`src/rtl/jtag_master.sv`:
```
// jtag_master -- command-driven JTAG scan master.
//
// Accepts IR scan, DR scan and TAP-reset commands, walks the target TAP from
// Run-Test/Idle through the matching preamble, shift and postamble, and
// returns the captured TDO bits as a response. After reset the block first
// drives a Test-Logic-Reset sequence so that its idea of the target TAP
// (Run-Test/Idle whenever the FSM sits in IDLE) is valid.
//
// Parameters:
//   DATA_W  : maximum scan length in bits, width of cmd_data / rsp_data
//   CLK_DIV : TCK half-period in clk cycles (>= 1)
//   LEN_W   : width of cmd_len
//
// Ports:
//   clk, reset_n             : system clock, synchronous active-low reset
//   cmd_valid/cmd_ready      : command handshake
//   cmd_type                 : 00 IR scan, 01 DR scan, 1x TAP reset
//   cmd_len, cmd_data        : bits to shift, TDI bits (LSB first)
//   rsp_valid/rsp_ready      : response handshake
//   rsp_data                 : captured TDO bits (LSB first)
//   busy                     : sequence in progress
//   tck_o, tms_o, tdi_o      : JTAG outputs to the target
//   trst_n_o                 : target reset (only with JTAG_MASTER_TRST_EN)
//   tdo_i                    : JTAG data from the target
//
// Handshakes: a transfer happens on a clk edge where valid and ready are both
// high. cmd_ready is high only in IDLE; rsp_valid stays high with stable
// rsp_data until rsp_ready is seen.
//
// Optional feature macro: JTAG_MASTER_TRST_EN adds trst_n_o.

module jtag_master #(
    parameter int DATA_W  = 32,
    parameter int CLK_DIV = 2,
    parameter int LEN_W   = $clog2(DATA_W + 1)
) (
    input  logic              clk,
    input  logic              reset_n,
    input  logic              cmd_valid,
    output logic              cmd_ready,
    input  logic [1:0]        cmd_type,
    input  logic [LEN_W-1:0]  cmd_len,
    input  logic [DATA_W-1:0] cmd_data,
    output logic              rsp_valid,
    input  logic              rsp_ready,
    output logic [DATA_W-1:0] rsp_data,
    output logic              busy,
    output logic              tck_o,
    output logic              tms_o,
    output logic              tdi_o,
`ifdef JTAG_MASTER_TRST_EN
    output logic              trst_n_o,
`endif
    input  logic              tdo_i
);

    localparam int IDX_W = (DATA_W > 1) ? $clog2(DATA_W) : 1;
    localparam int CNT_W = (CLK_DIV > 1) ? $clog2(CLK_DIV) : 1;
    localparam logic [CNT_W-1:0] HALF_LAST = CNT_W'(CLK_DIV - 1);

    typedef enum logic [2:0] {
        INIT_TLR,
        IDLE,
        PRE,
        SHIFT,
        POST,
        RESP
    } state_t;

    state_t             state;
    logic [CNT_W-1:0]   cnt;       // clk cycles within the current TCK half
    logic [2:0]         seq_idx;   // position in TLR / preamble / postamble
    logic [IDX_W-1:0]   bit_idx;   // current shift bit
    logic [LEN_W-1:0]   len_q;
    logic [DATA_W-1:0]  data_q;
    logic               is_ir;
    logic               want_rsp;  // TLR issued by a command, not by reset
    logic [LEN_W-1:0]   len_clamp;
    logic               last_shift;
    logic               next_last_shift;
    logic [IDX_W-1:0]   next_idx;

    always_comb begin
        len_clamp = cmd_len;
        if (cmd_len == '0)
            len_clamp = LEN_W'(1);
        else if (cmd_len > LEN_W'(DATA_W))
            len_clamp = LEN_W'(DATA_W);
    end

    assign next_idx        = bit_idx + IDX_W'(1);
    assign last_shift      = (LEN_W'(bit_idx) + LEN_W'(1)) == len_q;
    assign next_last_shift = (LEN_W'(bit_idx) + LEN_W'(2)) == len_q;

    // All TCK sequencing lives here. The edge that ends a high phase is also
    // the edge that starts the next low phase, so TMS/TDI for the next
    // period are loaded there together with tck_o going low.
    always_ff @(posedge clk) begin
        if (!reset_n) begin
            state     <= INIT_TLR;
            cnt       <= '0;
            seq_idx   <= '0;
            bit_idx   <= '0;
            len_q     <= LEN_W'(1);
            data_q    <= '0;
            is_ir     <= 1'b0;
            want_rsp  <= 1'b0;
            tck_o     <= 1'b0;
            tms_o     <= 1'b1;
            tdi_o     <= 1'b0;
            cmd_ready <= 1'b0;
            rsp_valid <= 1'b0;
            rsp_data  <= '0;
            busy      <= 1'b1;
        end else begin
            case (state)
                IDLE: begin
                    if (cmd_valid) begin
                        cmd_ready <= 1'b0;
                        busy      <= 1'b1;
                        cnt       <= '0;
                        seq_idx   <= '0;
                        bit_idx   <= '0;
                        len_q     <= len_clamp;
                        data_q    <= cmd_data;
                        rsp_data  <= '0;
                        tck_o     <= 1'b0;
                        tdi_o     <= 1'b0;
                        tms_o     <= 1'b1;   // first TMS of every sequence is 1
                        is_ir     <= ~cmd_type[0];
                        if (cmd_type[1]) begin
                            state    <= INIT_TLR;
                            want_rsp <= 1'b1;
                        end else begin
                            state    <= PRE;
                        end
                    end
                end

                RESP: begin
                    if (rsp_ready) begin
                        rsp_valid <= 1'b0;
                        cmd_ready <= 1'b1;
                        state     <= IDLE;
                    end
                end

                default: begin
                    if (cnt != HALF_LAST) begin
                        cnt <= cnt + CNT_W'(1);
                    end else begin
                        cnt <= '0;
                        if (!tck_o) begin
                            tck_o <= 1'b1;
                            if (state == SHIFT)
                                rsp_data[bit_idx] <= tdo_i;
                        end else begin
                            tck_o <= 1'b0;
                            case (state)
                                INIT_TLR: begin
                                    if (seq_idx == 3'd5) begin
                                        tms_o    <= 1'b0;
                                        busy     <= 1'b0;
                                        want_rsp <= 1'b0;
                                        if (want_rsp) begin
                                            state     <= RESP;
                                            rsp_valid <= 1'b1;
                                        end else begin
                                            state     <= IDLE;
                                            cmd_ready <= 1'b1;
                                        end
                                    end else begin
                                        seq_idx <= seq_idx + 3'd1;
                                        // TMS 1,1,1,1,1 then a final 0
                                        tms_o   <= (seq_idx != 3'd4);
                                    end
                                end

                                PRE: begin
                                    if ((is_ir && seq_idx == 3'd3) ||
                                        (!is_ir && seq_idx == 3'd2)) begin
                                        state   <= SHIFT;
                                        bit_idx <= '0;
                                        tms_o   <= (len_q == LEN_W'(1));
                                        tdi_o   <= data_q[0];
                                    end else begin
                                        seq_idx <= seq_idx + 3'd1;
                                        // IR: 1,1,0,0   DR: 1,0,0
                                        tms_o   <= is_ir && (seq_idx == 3'd0);
                                    end
                                end

                                SHIFT: begin
                                    if (last_shift) begin
                                        state   <= POST;
                                        seq_idx <= '0;
                                        tms_o   <= 1'b1;
                                        tdi_o   <= 1'b0;
                                    end else begin
                                        bit_idx <= next_idx;
                                        tms_o   <= next_last_shift;
                                        tdi_o   <= data_q[next_idx];
                                    end
                                end

                                POST: begin
                                    if (seq_idx == 3'd0) begin
                                        seq_idx <= 3'd1;
                                        tms_o   <= 1'b0;
                                    end else begin
                                        state     <= RESP;
                                        tms_o     <= 1'b0;
                                        busy      <= 1'b0;
                                        rsp_valid <= 1'b1;
                                    end
                                end

                                default: ;
                            endcase
                        end
                    end
                end
            endcase
        end
    end

`ifdef JTAG_MASTER_TRST_EN
    // Low during reset and for the first TCK period of every TLR sequence.
    always_ff @(posedge clk) begin
        if (!reset_n)
            trst_n_o <= 1'b0;
        else if (state == IDLE && cmd_valid && cmd_type[1])
            trst_n_o <= 1'b0;
        else if (state == INIT_TLR && seq_idx == 3'd0 && tck_o && cnt == HALF_LAST)
            trst_n_o <= 1'b1;
    end
`endif

endmodule

```
`config.mk`:
```
export PLATFORM = sky130hd
export DESIGN_NAME = jtag_master
export DESIGN_NICKNAME = d
export VERILOG_FILES = /design/src/rtl/jtag_master.sv
export SDC_FILE = /design/constraint.sdc
export NUM_CORES = 1
export LEC_CHECK = 0
export BUFFER_PORTS_ARGS = -buffer_cell sky130_fd_sc_hd__buf_2
export CAP_MARGIN = 40
export CORE_MARGIN = 2
export CORE_UTILIZATION = 58
export CTS_CLUSTER_DIAMETER = 120
export DETAILED_ROUTE_END_ITERATION = 10
export GPL_ROUTABILITY_DRIVEN = 0
export PLACE_DENSITY_LB_ADDON = 0.2
export RECOVER_POWER = 25
export SYNTH_ARGS = -nofsm -noshare
export SYNTH_HDL_FRONTEND = slang
export SYNTH_SLANG_ARGS = --single-unit
```
`constraint.sdc`:
```
create_clock -name clk -period 4.33 [get_ports clk]
set_clock_uncertainty 0.05 [all_clocks]
set_input_delay 0.6495 -clock clk [delete_from_list [all_inputs] [get_ports clk]]
set_output_delay 0.6495 -clock clk [all_outputs]
set_load 0.1 [all_outputs]
```
# Yosys cells after proc, flatten, opt, wreduce, memory -nomap -nowiden
# Cells that the tools add are included.
word_totals:
  input_bits: 45
  reg_bits: 90
  out_inout_bits: 38
  elab_cells: 184
op_classes:
  n_eq_ne: 32
  n_bitwise: 3
  add_sub_neg: 5
  reduce_logical: 38
  muxes: 87
  order_cmp: 4
op_table:
  columns: ["operator", "count"]
  rows:
  - ["$mux W32", 4]
  - ["$pmux W32 S2", 1]
  - ["$mux W3", 16]
  - ["$mux W1", 37]
  - ["$bwmux W32", 1]
  - ["$reduce_and A7 Y1", 4]
  - ["$mux W5", 5]
  - ["$pmux W3 S4", 2]
  - ["$pmux W1 S2", 11]
  - ["$ne A3 B3 Y1 const B", 7]
  - ["$reduce_bool A3 Y1", 7]
  - ["$pmux W5 S2", 2]
  - ["$reduce_and A9 Y1", 2]
  - ["$ne A3 B2 Y1 const B", 5]
  - ["$reduce_bool A2 Y1", 7]
  - ["$eq A3 B2 Y1 const B", 4]
  - ["$eq A6 B6 Y1", 2]
  - ["$lt A5 B6 Y1 const B", 2]
  - ["$mux W6", 2]
  - ["$pmux W3 S2", 2]
  - ["$reduce_and A5 Y1", 2]
  - ["$eq A3 B3 Y1 const B", 3]
  - ["$ne A4 B2 Y1 const B", 2]
  - ["$ne A4 B4 Y1 const B", 2]
  - ["other kinds (28)", 37]

# Depth between registers and ports, before layout
logic_depth:
  ltp_word: 9
  depth_mapped: 11
  depth_no_buf: 8

# Worst setup path before layout
# No wires, ideal clock.
synth_path:
  path_kind: "reg-to-reg"
  from: "reg bit_idx[0]"
  to: "reg tdi_o"
  arrival_time_ns: 2.499
  path_stages_with_launch: 10
  required_ns: 4.149
  slack_ns: 1.651
  n_path_buf: 3
  setup_ns: 0.131
  cell_sequence: "dfxtp_1 -> buf_4 -> clkbuf_1 -> inv_1 -> ha_1 -> buf_2 -> mux4_2 -> mux2_2 -> o21ai_0 -> o31ai_1"
synth_between:
  elab_chain_cells: 8
  word_cells_on_any_way: 10
synth_rtl:
  columns: ["item", "line_no", "rtl"]
  rows:
  - ["from (decl)", "73", "logic [IDX_W-1:0] bit_idx;"]
  - ["from (signal assigned)", "200", "bit_idx <= next_idx;"]
  - ["$add A5 B1 Y5", "91", "assign next_idx = bit_idx + IDX_W'(1);"]
  - ["$bmux W1 S5", "202", "tdi_o <= data_q[next_idx];"]
  - ["$mux W1 (not written as such)", "202", null]
  - ["$mux W1 *", "194", "if (last_shift) begin"]
  - ["$pmux W1 S2 *", "159", "case (state)"]
  - ["$mux W1 *", "153", "if (!tck_o) begin"]
  - ["$mux W1 *", "149", "if (cnt != HALF_LAST) begin"]
  - ["$pmux W1 S2 *", "116", "case (state)"]
  - ["to (signal assigned)", "185", "tdi_o <= data_q[0];"]
  - ["to (signal assigned)", "202", null]
  - ["to (decl)", "50", "output logic tdi_o,"]
# Every way passes the cells marked *; elsewhere a longest branch is shown, timed or not. The select of a mux whose other input is x is not followed.
# A chain may end at the register's enable or synchronous reset.

# Final worst setup path
layout_path:
  from: "reg bit_idx[0]"
  to: "reg tms_o"
layout_between:
  elab_chain_cells: 7
  word_cells_on_any_way: 9
layout_rtl:
  columns: ["item", "line_no", "rtl"]
  rows:
  - ["$add A5 B2 Y6 / $add A5 B1 Y6 (equally long branches)", "93, 92", null]
  - ["$eq A6 B6 Y1, on equally long branches", "93, 92", null]
  - ["$mux W1 *", "194", null]
  - ["$pmux W1 S4 *", "159", null]
  - ["$mux W1 *", "153", null]
  - ["$mux W1 *", "149", null]
  - ["$pmux W1 S2 *", "116", null]
  - ["to (signal assigned)", "175", "tms_o <= (seq_idx != 3'd4);"]
  - ["to (signal assigned)", "184", "tms_o <= (len_q == LEN_W'(1));"]
  - ["to (signal assigned)", "189", "tms_o <= is_ir && (seq_idx == 3'd0);"]
  - ["to (decl)", "49", "output logic tms_o,"]
# Marked as above.

==> key figures <==
Place
  – Placed cell area: 5440 sq um
  – PortBufs: 82
  – DP Wirelength: 8.38 mm
  – Placed insts: 769

Synth
  – Post-synthesis cell type count: 64
  – Seq/Total Area, Yosys: 0.359
  – Number of synthesized flops with an enable pin: 0
  – Asr flop ratio synth: 0
  – Post-Syn Area: 5010 sq um
  – Most used DFF post-synth: dfxtp_1
  – Ys Warns: 0
  – Flops & latches, synth: 90
  – Syn Nets: 677
  – Mean post-synth cell area: 8.06 sq um
  – Post-Syn Instances: 622

Layout
  – Area Overhead vs Synth: 11.9%
  – # diodes: 0
  – Post-route cell area: 5610 sq um
  – Final Non-Filler Cells: 785
  – Most common cell after layout, fill and taps aside: nand2_1
  – Final net count: 730
  – Fillers: 708
  – Most frequent cells in the layout: nand2_1 (108), dfxtp_1 (90), o21ai_0 (86), buf_2 (51), a21boi_0 (40)
  – Share of cells above drive strength 1: 0.150

Die
  – Horiz. Die Dim: 97.0 microns
  – Core ar.: 8300 sq um
  – Die H: 97.0 microns
  – Site row count: 33
  – Die area: 9400 sq um
  – Io pins: 83
  – Initial Utilization: 0.604

Worst setup path
  – CP max stage cell: ha_1
  – Critical Path Source Type: register
  – Worst setup path startpoint: bit_idx[0]
  – CP cell instances: buf_4 > inv_1 > ha_1 > xnor2_1 > o21ai_0 > a2111oi_4 > nor2_2 > o311a_1 > o21ai_1
  – Crit-path leading delay family: compound AO/OA/AOI/OAI gates
  – Required time of the critical path: 4.58 ns
  – Worst Path Class, Setup: reg2reg
  – R2r setup slk: 1.40 ns
  – CP max stage delay: 0.72 ns
  – Worst reg2reg path depth: 9
  – Critical Path Sink Type: register
  – FF-to-FF Start: bit_idx[0]
  – CP bufs+invs: 2
  – CP max FO: 19
  – Cell depth of the worst setup path: 9
  – Reg2reg end: tms_o
  – Crit path to: tms_o
  – Critical path data arrival time: 3.18 ns

STA
  – Max Slew Vio Count: 0
  – Min cycle time layout: 2.93 ns
  – Hold Fails Final Rpt: 0
  – Worst slew margin: 0.212
  – Final setup fails: 0
  – Final worst path period share: 0.678
  – RSZ-0062 raised after global routing: no
  – WHS: 0.419 ns
  – Worst-Margin Slew: 1.19 ns
  – Setup TNS: 0 ns
  – Achievable frequency: 0.341 GHz

Clock network
  – TritonCTS Sinks: 90
  – Post-cts resize count: 0
  – Clock root cell: clkbuf_8
  – Worst-path clk slew: 0.10 ns
  – Clk buf depth: 2
  – TritonCTS clock tree: yes
  – Quantity of hold-fixing buffers added after cts: 0
  – CTS Buf Count: 9
  – Buffer count from post-CTS setup fixing: 0
  – CTS H-Tree Depth: 3
  – Clk Latency, worst-skew pair: 0.36 ns

Drt
  – Drt drc: 0
  – Routed WL per cell: 15.3 microns
  – Via-to-Cell Ratio: 5.90
  – Drt pass-1 iters: 5
  – Via count: 4635
  – Initial DRC Count: 269
  – Final Routed Wirelength: 12.0 mm
  – Final ANT Viol Nets: 0

Power
  – Power per standard cell area: 277 nW/um^2
  – Lkg Pwr: 2.06 nW
  – Peak VDD IR: 0.227 mV
  – Power Total: 0.00155 W

GRT
  – Grt total ovfl: 0
  – First-pass GRT wire length: 20.1 mm
  – Vias in the first global route: 4310
  – GRT Total Usage: 0.254
  – Initial antenna violation count: 0
  – Pin count of the biggest net entering global routing: 42

Flow run
  – Max-Cap Viols: 0

Outcome
  – Outcome: completed

Hold path
  – Hold Crit Class: reg2reg
==> flip-flops by register name, indices dropped and copies added (netlist names) <==
| name | cells |
|---|---|
| bit_idx | 5 |
| busy | 1 |
| cmd_ready | 1 |
| cnt | 1 |
| data_q | 32 |
| is_ir | 1 |
| len_q | 6 |
| rsp_data | 32 |
| rsp_valid | 1 |
| seq_idx | 3 |
| state | 3 |
| tck_o | 1 |
| tdi_o | 1 |
| tms_o | 1 |
| want_rsp | 1 |
==> cell families after synthesis <==
group           Yosys count  share of synthesized area
buf+inv                  58                     0.0542
fa+ha+maj                10                     0.0250
xor+xnor                 12                     0.0225
mux                      16                     0.0497
compound gates          202                      0.251
simple gates            234                      0.239
flops                    90                      0.359
==> layout make-up <==
cell class                      count  area [sq um]  share of cell area
Clock buffer                        9           124              0.0221
Inverter                            8          30.0             0.00535
Tap cell                          105           131              0.0234
Multi-Input combinational cell    474          2960               0.527
Sequential cell                    90          1800               0.321
Timing Repair Buffer               92           482              0.0858
Clock inverter                      7          85.1              0.0152
==> metrics by stage <==
| step | setup WS, ns | util |
|---|---|---|
| floorplan | 1.65 | - |
| global placement | 1.53 | 0.649 |
| detailed placement | 1.42 | 0.656 |
| CTS | 1.39 | 0.681 |
| global route | 1.09 | 0.676 |
| finish | 1.40 | 0.676 |
==> power breakdown <==
group | internal (W) | total [W] | switching (W)
registers | 0.000833 | 0.000847 | 0.0000147
clock network | 0.000279 | 0.000608 | 0.000329
logic | 0.0000429 | 0.0000961 | 0.0000531
total | 0.00115 | 0.00155 | 0.000397
==> per-layer routing <==
metal / share of wire / vias to the layer above / track usage
li1: - / 2277 / -
met1: 0.45 / 2144 / 0.333
met2: 0.47 / 193 / 0.432
met3: 0.060 / 21 / 0.0361
met4: 0.016 / 0 / 0.0834
met5: 0 / - / 0
==> worst min path at each step <==
stage / from / endpoint / depth (start not counted)
after detailed placement: data_q[28] / data_q[28] / 2
after global placement: data_q[27] / data_q[27] / 2
after floorplan: data_q[12] / data_q[12] / 2
after CTS: data_q[28] / data_q[28] / 2
after global routing: data_q[26] / data_q[26] / 2
final: data_q[28] / data_q[28] / 2
==> synthesized netlist by cell type (4+ instances only) <==
library cell / count / area, sq um
xor2_1: 5 / 43.8
dfxtp_1: 90 / 1800
or2_2: 5 / 31.3
nand3b_1: 5 / 37.5
and3_1: 4 / 25.0
nor3b_1: 5 / 37.5
o21ai_0: 87 / 435
nand2_1: 108 / 405
ha_1: 10 / 125
nor2_1: 17 / 63.8
clkbuf_1: 42 / 158
nand4b_1: 4 / 35.0
inv_1: 8 / 30.0
nand3_1: 13 / 65.1
a21oi_1: 35 / 175
nor2b_1: 7 / 43.8
mux2i_1: 8 / 80.1
a21boi_0: 40 / 300
nand2b_1: 6 / 37.5
mux4_2: 7 / 158
xnor2_1: 6 / 52.6
and2_1: 38 / 238
a21boi_1: 4 / 30.0
nor3_1: 4 / 20.0
==> worst reg2reg max path, stage by stage (launching register included) <==
cell and delay [ns]:
dfxtp_1 0.32, buf_4 0.24, inv_1 0.11, ha_1 0.72, xnor2_1 0.18, o21ai_0 0.19, a2111oi_4 0.45, nor2_2 0.12
o311a_1 0.36, o21ai_1 0.13
No activity file was read; power rests on OpenSTA's default activity.
